## config.mk

```make
export PLATFORM = sky130hd
export DESIGN_NAME = uart_rx_fifo_cfg_flat
export DESIGN_NICKNAME = d
export VERILOG_FILES = /design/src/rtl/uart_pkg.sv /design/src/rtl/uart_rx_fifo_cfg_if.sv /design/src/rtl/uart_rx_fifo_cfg_fifo.sv /design/src/rtl/uart_rx_fifo_cfg.sv /design/src/flat_wrapper.sv
export SDC_FILE = /design/constraint.sdc
export NUM_CORES = 1
export LEC_CHECK = 0
export ABC_AREA = 1
export BUFFER_PORTS_ARGS = -buffer_cell sky130_fd_sc_hd__buf_2
export CAP_MARGIN = 25
export CORE_UTILIZATION = 61
export DETAILED_ROUTE_END_ITERATION = 12
export HOLD_SLACK_MARGIN = 0.02
export PLACE_DENSITY = 0.8
export SETUP_SLACK_MARGIN = 0.15
export SLEW_MARGIN = 15
export SYNTH_ARGS = -nofsm -noshare
export SYNTH_HDL_FRONTEND = slang
export SYNTH_SLANG_ARGS = --single-unit
```

## constraint.sdc

```tcl
create_clock -name clk -period 2.9 [get_ports clk]
set_input_delay 0.29 -clock clk [delete_from_list [all_inputs] [get_ports clk]]
set_output_delay 0.29 -clock clk [all_outputs]
set_load 0.03 [all_outputs]
```

## src/rtl/uart_pkg.sv

```systemverilog
// ============================================================================
// Module      : uart_pkg
// Description : Shared constants, FSM encoding and FIFO word sizing for the
//               configurable UART receive path.
// Revision    : 1.0 - initial release
// ============================================================================
`default_nettype none

package uart_pkg;

  localparam int PAR_NONE = 0;
  localparam int PAR_EVEN = 1;
  localparam int PAR_ODD  = 2;

  typedef enum logic [2:0] {
    IDLE   = 3'd0,
    START  = 3'd1,
    DATA   = 3'd2,
    PARITY = 3'd3,
    STOP   = 3'd4
  } rx_state_e;

  // Stored word is {ferr, perr, data}
  function automatic int fifo_width(input int dbit);
    return dbit + 2;
  endfunction

endpackage

`default_nettype wire

```

## src/rtl/uart_rx_fifo_cfg_if.sv

```systemverilog
// ============================================================================
// Module      : uart_rx_fifo_cfg_if
// Description : Consumer-side bus of the UART receiver: pop/clear controls,
//               FWFT head word and FIFO status.
// Revision    : 1.0 - initial release
// ============================================================================
`default_nettype none

interface uart_rx_fifo_cfg_if #(
  parameter int DBIT = 8,
  parameter int W    = 2
) ();

  logic            rd;
  logic            clr_ovr;
  logic [DBIT-1:0] r_data;
  logic            r_perr;
  logic            r_ferr;
  logic            empty;
  logic            full;
  logic [W:0]      count;
  logic            overrun;
  logic            break_det;

  modport master (
    output rd, clr_ovr,
    input  r_data, r_perr, r_ferr, empty, full, count, overrun, break_det
  );

  modport slave (
    input  rd, clr_ovr,
    output r_data, r_perr, r_ferr, empty, full, count, overrun, break_det
  );

endinterface

`default_nettype wire

```

## src/rtl/uart_rx_fifo_cfg_fifo.sv

```systemverilog
// ============================================================================
// Module      : sync_fifo_fwft
// Description : Synchronous first-word-fall-through FIFO, depth 2**W, with
//               occupancy count; a read at full frees the slot for a write.
// Revision    : 1.0 - initial release
// ============================================================================
`default_nettype none

module sync_fifo_fwft #(
  parameter int WIDTH = 10,
  parameter int W     = 2
) (
  input  wire logic             clk,
  input  wire logic             reset,
  input  wire logic             wr,
  input  wire logic             rd,
  input  wire logic [WIDTH-1:0] w_data,
  output logic      [WIDTH-1:0] r_data,
  output logic                  empty,
  output logic                  full,
  output logic      [W:0]       count
);

  localparam int DEPTH = 2**W;

  logic [WIDTH-1:0] mem_q [DEPTH];
  logic [W-1:0]     wptr_q, wptr_d;
  logic [W-1:0]     rptr_q, rptr_d;
  logic [W:0]       count_q, count_d;
  logic             do_rd, do_wr;

  always_comb begin
    empty   = (count_q == '0);
    full    = (count_q == (W+1)'(DEPTH));
    do_rd   = rd & ~empty;
    do_wr   = wr & (~full | do_rd);
    wptr_d  = wptr_q;
    rptr_d  = rptr_q;
    count_d = count_q;
    if (do_wr) wptr_d = wptr_q + W'(1);
    if (do_rd) rptr_d = rptr_q + W'(1);
    if (do_wr && !do_rd)      count_d = count_q + (W+1)'(1);
    else if (do_rd && !do_wr) count_d = count_q - (W+1)'(1);
  end

  always_ff @(posedge clk) begin
    if (!reset) begin
      wptr_q  <= '0;
      rptr_q  <= '0;
      count_q <= '0;
    end else begin
      wptr_q  <= wptr_d;
      rptr_q  <= rptr_d;
      count_q <= count_d;
    end
  end

  always_ff @(posedge clk) begin
    if (do_wr) mem_q[wptr_q] <= w_data;
  end

  assign r_data = empty ? '0 : mem_q[rptr_q];
  assign count  = count_q;

endmodule

`default_nettype wire

```

## src/rtl/uart_rx_fifo_cfg.sv

```systemverilog
// ============================================================================
// Module      : uart_rx_fifo_cfg
// Description : Configurable oversampling UART receiver feeding a FWFT FIFO
//               with per-word parity/framing flags, break and overrun status.
// Revision    : 1.0 - initial release
// ============================================================================
`default_nettype none

module uart_rx_fifo_cfg
  import uart_pkg::*;
#(
  parameter int DBIT  = 8,
  parameter int PMODE = 0,
  parameter int SBIT  = 1,
  parameter int OVS   = 16,
  parameter int DIV_W = 16,
  parameter int W     = 2
) (
  input  wire logic             clk,
  input  wire logic             reset,
  input  wire logic             rx,
  input  wire logic [DIV_W-1:0] baud_div,
  uart_rx_fifo_cfg_if.slave     bus
);

  localparam int FW = fifo_width(DBIT);
  localparam int SW = $clog2(OVS);

  logic rx_meta_q, rx_meta_d, rxs_q, rxs_d;
  logic [DIV_W-1:0] div_q, div_d, tcnt_q, tcnt_d, div_eff;
  logic tick;

  always_comb begin
    rx_meta_d = rx;
    rxs_d     = rx_meta_q;
    div_eff   = (baud_div == '0) ? DIV_W'(1) : baud_div;
    tick      = (tcnt_q >= div_q - DIV_W'(1));
    tcnt_d    = tcnt_q + DIV_W'(1);
    div_d     = div_q;
    // The divisor is only reloaded on wrap so a change never shortens a tick
    if (tick) begin
      tcnt_d = '0;
      div_d  = div_eff;
    end
  end

  rx_state_e     state_q;
  logic [SW-1:0] s_q;
  logic [3:0]    n_q;
  logic [DBIT-1:0] sh_q;
  logic          pbit_q, ferr_q, hold_q, push_q, brk_q;
  logic [FW-1:0] word_q;
  logic          stop_ferr, perr_calc, brk_calc;

  always_comb begin
    stop_ferr = ferr_q | ~rxs_q;
    if (PMODE == PAR_EVEN)     perr_calc = (^sh_q) ^ pbit_q;
    else if (PMODE == PAR_ODD) perr_calc = ~((^sh_q) ^ pbit_q);
    else                       perr_calc = 1'b0;
    brk_calc = stop_ferr && (sh_q == '0) && ((PMODE == PAR_NONE) || !pbit_q);
  end

  always_ff @(posedge clk) begin
    if (!reset) begin
      state_q <= IDLE;
      s_q     <= '0;
      n_q     <= '0;
      sh_q    <= '0;
      pbit_q  <= 1'b0;
      ferr_q  <= 1'b0;
      hold_q  <= 1'b0;
      push_q  <= 1'b0;
      brk_q   <= 1'b0;
      word_q  <= '0;
    end else begin
      push_q <= 1'b0;
      brk_q  <= 1'b0;
      if (tick) begin
        case (state_q)
          IDLE: begin
            // After a framing error the line must go high before a new start
            if (rxs_q) hold_q <= 1'b0;
            else if (!hold_q) begin
              state_q <= START;
              s_q     <= '0;
            end
          end
          START: begin
            if (s_q == SW'(OVS/2-1)) begin
              s_q <= '0;
              if (rxs_q) state_q <= IDLE;
              else begin
                state_q <= DATA;
                n_q     <= '0;
                ferr_q  <= 1'b0;
              end
            end else s_q <= s_q + SW'(1);
          end
          DATA: begin
            if (s_q == SW'(OVS-1)) begin
              s_q  <= '0;
              sh_q <= {rxs_q, sh_q[DBIT-1:1]};
              if (n_q == 4'(DBIT-1)) begin
                n_q     <= '0;
                state_q <= (PMODE != PAR_NONE) ? PARITY : STOP;
              end else n_q <= n_q + 4'd1;
            end else s_q <= s_q + SW'(1);
          end
          PARITY: begin
            if (s_q == SW'(OVS-1)) begin
              s_q     <= '0;
              pbit_q  <= rxs_q;
              state_q <= STOP;
            end else s_q <= s_q + SW'(1);
          end
          STOP: begin
            if (s_q == SW'(OVS-1)) begin
              s_q    <= '0;
              ferr_q <= stop_ferr;
              if (n_q == 4'(SBIT-1)) begin
                n_q     <= '0;
                state_q <= IDLE;
                push_q  <= 1'b1;
                brk_q   <= brk_calc;
                hold_q  <= stop_ferr;
                word_q  <= {stop_ferr, perr_calc, sh_q};
              end else n_q <= n_q + 4'd1;
            end else s_q <= s_q + SW'(1);
          end
          default: state_q <= IDLE;
        endcase
      end
    end
  end

  logic [FW-1:0] f_rdata;
  logic          f_empty, f_full;
  logic [W:0]    f_count;
  logic          ovr_q, ovr_d;

  sync_fifo_fwft #(.WIDTH(FW), .W(W)) u_fifo (
    .clk    (clk),
    .reset  (reset),
    .wr     (push_q),
    .rd     (bus.rd),
    .w_data (word_q),
    .r_data (f_rdata),
    .empty  (f_empty),
    .full   (f_full),
    .count  (f_count)
  );

  always_comb begin
    ovr_d = ovr_q;
    if (bus.clr_ovr) ovr_d = 1'b0;
    if (push_q && f_full && !bus.rd) ovr_d = 1'b1;
  end

  always_ff @(posedge clk) begin
    if (!reset) begin
      rx_meta_q <= 1'b1;
      rxs_q     <= 1'b1;
      div_q     <= DIV_W'(1);
      tcnt_q    <= '0;
      ovr_q     <= 1'b0;
    end else begin
      rx_meta_q <= rx_meta_d;
      rxs_q     <= rxs_d;
      div_q     <= div_d;
      tcnt_q    <= tcnt_d;
      ovr_q     <= ovr_d;
    end
  end

  assign bus.r_data    = f_rdata[DBIT-1:0];
  assign bus.r_perr    = f_rdata[DBIT];
  assign bus.r_ferr    = f_rdata[DBIT+1];
  assign bus.empty     = f_empty;
  assign bus.full      = f_full;
  assign bus.count     = f_count;
  assign bus.overrun   = ovr_q;
  assign bus.break_det = brk_q;

endmodule

`default_nettype wire

```

## src/flat_wrapper.sv

```systemverilog
// flat-port wrapper written by rule: the top's interface ports become plain ports
module uart_rx_fifo_cfg_flat import uart_pkg::*;
#(
  parameter int DBIT  = 8,
  parameter int PMODE = 0,
  parameter int SBIT  = 1,
  parameter int OVS   = 16,
  parameter int DIV_W = 16,
  parameter int W     = 2
)
  (clk, reset, rx, baud_div, bus_rd, bus_clr_ovr, bus_r_data, bus_r_perr, bus_r_ferr, bus_empty, bus_full, bus_count, bus_overrun, bus_break_det);
  uart_rx_fifo_cfg_if #(.DBIT(DBIT), .W(W)) bus_i ();
  input  wire logic clk;
  input  wire logic reset;
  input  wire logic rx;
  input  wire logic [DIV_W-1:0] baud_div;
  input wire logic [$bits(bus_i.rd)-1:0] bus_rd;
  input wire logic [$bits(bus_i.clr_ovr)-1:0] bus_clr_ovr;
  output wire logic [$bits(bus_i.r_data)-1:0] bus_r_data;
  output wire logic [$bits(bus_i.r_perr)-1:0] bus_r_perr;
  output wire logic [$bits(bus_i.r_ferr)-1:0] bus_r_ferr;
  output wire logic [$bits(bus_i.empty)-1:0] bus_empty;
  output wire logic [$bits(bus_i.full)-1:0] bus_full;
  output wire logic [$bits(bus_i.count)-1:0] bus_count;
  output wire logic [$bits(bus_i.overrun)-1:0] bus_overrun;
  output wire logic [$bits(bus_i.break_det)-1:0] bus_break_det;
  assign bus_i.rd = bus_rd;
  assign bus_i.clr_ovr = bus_clr_ovr;
  assign bus_r_data = bus_i.r_data;
  assign bus_r_perr = bus_i.r_perr;
  assign bus_r_ferr = bus_i.r_ferr;
  assign bus_empty = bus_i.empty;
  assign bus_full = bus_i.full;
  assign bus_count = bus_i.count;
  assign bus_overrun = bus_i.overrun;
  assign bus_break_det = bus_i.break_det;
  uart_rx_fifo_cfg #(.DBIT(DBIT), .PMODE(PMODE), .SBIT(SBIT), .OVS(OVS), .DIV_W(DIV_W), .W(W)) u_core (.clk(clk), .reset(reset), .rx(rx), .baud_div(baud_div), .bus(bus_i));
endmodule
```

==> flow_summary.yaml <==
outcome:
  status: "finished, violations left"
  violations: "negative setup slack"
detailed_routing:
  routedWlPerCell_um: 15.0
  drc: 0
  firstDrtPassIters: 6
  final_antenna_net_count: 0
  viasPerCell: 5.58
  drt_iter0_markers: 416
  drt_wl_total_mm: 13.3
  dr_total_vias: 4942
global_routing:
  grt_pass1_wl_mm: 19.6
  grt_usage_pct: 25.2
  grt_pass1_vias: 4333
  grt-ovfl-total: 0
  grt_max_degree: 35
  grt_antenna_before_repair: 0
worst_setup_path:
  ff2ff_path_depth: 22
  worstSetupStartpointType: "flop"
  path_class: "reg -> reg"
  cp-end-kind: "flop"
  r2r-start: "u_core.div_q[1]$_SDFFE_PN0P_"
  cp.arrival_ps: 3240
  cp-startpoint: "u_core.div_q[1]$_SDFFE_PN0P_"
  reg2reg_slack_ps: -30
  crit_fanout: 6
  r2r-end: "u_core.tcnt_q[1]$_SDFF_PP0_"
  cp.required_ps: 3210
power:
  p_seq_share_pct: 26.6
  power_density_nw_per_um2: 1150
  ir_worst_vdd_mv: 0.658
  p_clk_share_pct: 12.7
  switching_share_pct: 48.3
  internal-power_w: 0.00393
  p_switching_w: 0.00368
  leakagePower_nw: 2.70
  p_comb_share_pct: 60.7
worst_hold_path:
  hp-class: "in -> reg"
  min_from: "rx"
  whs_path_depth: 2
  hold_end: "u_core.rx_meta_q$_SDFF_PN1_"
yosys:
  synthMuxAreaShare_pct: 0
  synth_top_family_by_area: "simple AND/OR/NAND/NOR gates"
  ys_types: 38
  yosys_register_bits: 112
  syn_area_per_cell_um2: 7.88
  synthXorXnorAreaFrac_pct: 2.95
  synth_compound_gate_area_share_pct: 9.29
  synth_fa_ha_area_share_pct: 6.12
  synth_cells: 716
  syn_nets: 764
  yosysWarnings: 0
  yosys.area_share.simple_pct: 27.5
  netlist_area_um2: 5640
  ys_seq_area_share_pct: 46.1
sta:
  setup_ws_ps: -34.7
  fin_crit_ps: 2930
  period_share_pct: 101
  rsz0062_at_grt: "yes"
  final-hold-violation-count: 0
  clock_skew_ps: 11.0
  slew_viol_final: 0
  timing.fmax_ghz: 0.341
  slew-limit-headroom_pct: 40.2
  setup_viol: 4
  fin_tns_setup_ps: -67.5
  tightest_slew_ps: 894
final_layout:
  drive_gt1_share_pct: 20.8
  syn2layout_area_growth_pct: 17.6
  nets: 820
  final_util_pct: 75.0
  antennaDiodeCount: 0
  fin_area_um2: 6630
die:
  die_height_um: 98.2
  die_area_um2: 9640
  rows: 34
  io_pins: 38
  core_um2: 8850
  start_util_pct: 63.8
  dieWidth_um: 98.2
cts:
  ctsHtreeMaxLevel: 3
  max-clock-path-buffers: 2
  clk_latency_ps: 380
  clockRootBuffer: "clkbuf_8"
  cts_buffers: 9
  path_clk_slew_ps: 110
  cts_tree: "built"
  cts.sink_count: 112
placed_design:
  dp_hpwl_mm: 8.22
  port_buffers: 36
  gp_congestion: 0.892
  placed_area_um2: 5930
job:
  max_cap_violations: 0
-- worst max-delay path by stage --
stage	to	slack, ps	depth (start not counted)
6_report	u_core.tcnt_q[1]$_SDFF_PP0_	-30	22
4_1_cts	u_core.div_q[5]$_SDFFE_PN0P_	150	17
3_3_place_gp	u_core.state_q[2]$_SDFFE_PN0P_	90	19
2_1_floorplan	u_core.u_fifo.count[1]$_SDFFE_PN0P_	210	10
3_5_place_dp	u_core.hold_q$_SDFFE_PN0P_	-110	19
5_1_grt	u_core.sh_q[7]$_SDFFE_PN0P_	-180	21
-- synthesized netlist by cell type --
master | count | area, µm²
a21oi_1 | 55 | 275
a211oi_1 | 1 | 7.51
clkbuf_1 | 6 | 22.5
nand2_1 | 118 | 443
inv_1 | 78 | 293
nand2_4 | 2 | 22.5
nand2_2 | 3 | 18.8
xor2_1 | 14 | 123
buf_6 | 2 | 22.5
inv_2 | 5 | 18.8
nor2_4 | 3 | 33.8
clkbuf_8 | 1 | 13.8
conb_1 | 1 | 3.75
a21oi_2 | 1 | 8.76
nand4_1 | 6 | 37.5
o21bai_1 | 1 | 7.51
nor2_2 | 3 | 18.8
dfxtp_1 | 76 | 1520
fa_1 | 1 | 20.0
edfxtp_1 | 36 | 1080
nor3_2 | 5 | 50.1
nor4_1 | 5 | 31.3
nor3b_1 | 1 | 7.51
clkinv_1 | 1 | 3.75
nor3_1 | 15 | 75.1
o21ai_1 | 5 | 25.0
buf_1 | 2 | 7.51
or2_1 | 1 | 6.26
nor3_4 | 2 | 32.5
ha_1 | 26 | 325
nand3b_1 | 2 | 15.0
nand3_1 | 55 | 275
xnor2_1 | 5 | 43.8
buf_4 | 3 | 22.5
nor2_1 | 122 | 458
o21ai_0 | 40 | 200
buf_2 | 9 | 45.0
or2_2 | 4 | 25.0
-- state kept, by name, summed over array words and instances, names as in the netlist, 4 cells and up, named ones only --
signal and flops:
u_core.div_q 16, u_core.n_q 4, u_core.s_q 4, u_core.sh_q 8, u_core.tcnt_q 16, u_core.u_fifo.mem_q 36
u_core.word_q 9
-- cells in the final DEF (no fill, tap or decap), types with 7 or more instances in the layout --
cell and count:
a21oi_2 18, ha_1 24, a21oi_1 38, o21ai_0 33, buf_4 20, clkbuf_8 9, o21ai_1 10, edfxtp_1 36
nor3_1 11, xor2_1 14, nand3_1 54, nor2_2 7, dfxtp_1 71, buf_2 36, nand2_2 8, nor2_1 114
inv_1 75, nand2_1 110, nor2_4 7
-- critical path, stage by stage, from the launching register on --
cell and delay, ps:
dfxtp_4 380, inv_4 70, ha_4 130, inv_1 40
nor2_1 90, nand2_1 100, buf_4 160, nor2_4 110
xor2_1 210, inv_1 70, ha_1 300, nand2_1 110
inv_1 70, nand2_1 80, nor2_1 50, nor2_1 80
nand2_1 100, nand2_4 130, nand2_8 100, inv_4 100
nand2_8 70, buf_6 170, nor2_1 140
-- logic make-up after synthesis --
family                   count (synthesis)
other                                    1
XOR/XNOR                                19
adder cells (fa/ha/maj)                 27
buffers and inverters                  107
flip-flops                             112
AO/OA/AOI/OAI                          103
AND/OR/NAND/NOR                        347
-- through the flow --
step	setup WS, ps	hold WS, ps	cells	power [W]
4_1_cts	150	86.3	876	0.00656
6_report	-34.7	90.2	885	0.00761
3_3_place_gp	85.7	395	849	0.00520
5_1_grt	-175	81.7	885	0.00805
3_5_place_dp	-113	404	849	0.00532
2_1_floorplan	212	393	716	0.00447
-- power groups by stage --
| stage | Combinational (W) | Clock [W] | Sequential [W] |
|---|---|---|---|
| floorplan | 0.00246 | 0 | 0.00201 |
| global placement | 0.00318 | 0 | 0.00201 |
| detailed placement | 0.00330 | 0 | 0.00202 |
| CTS | 0.00360 | 0.000971 | 0.00199 |
| finish | 0.00462 | 0.000965 | 0.00203 |
| global route | 0.00496 | 0.00104 | 0.00205 |
-- layer usage --
layer / wire (µm) / up-vias / part of all wire [%] / GRT usage, %
met3: 592 / 32 / 4.5 / 3.65
li1: - / 2446 / - / -
met2: 6700 / 149 / 50 / 44.6
met1: 5680 / 2315 / 43 / 32.0
met4: 323 / 0 / 2.4 / 7.46
met5: 0 / - / 0 / 0
-- final cells by class --
| type | count | area, µm² |
|---|---|---|
| clock buffers | 9 | 124 |
| clock inverters | 7 | 86.3 |
| fillers | 611 | 2220 |
| inverters | 84 | 323 |
| multi-input cells | 498 | 2840 |
| flip-flops and latches | 112 | 2610 |
| well taps | 108 | 135 |
| repair buffers | 67 | 513 |
-- timing repair --
action,4_1_cts,5_1_grt
buffers inserted,9,5
endpoints found under the setup margin,64,64
hold buffers,0,0
cloned,2,4
resized for setup,28,59
pin swaps,9,15
Power figures use the tool's default switching activity.
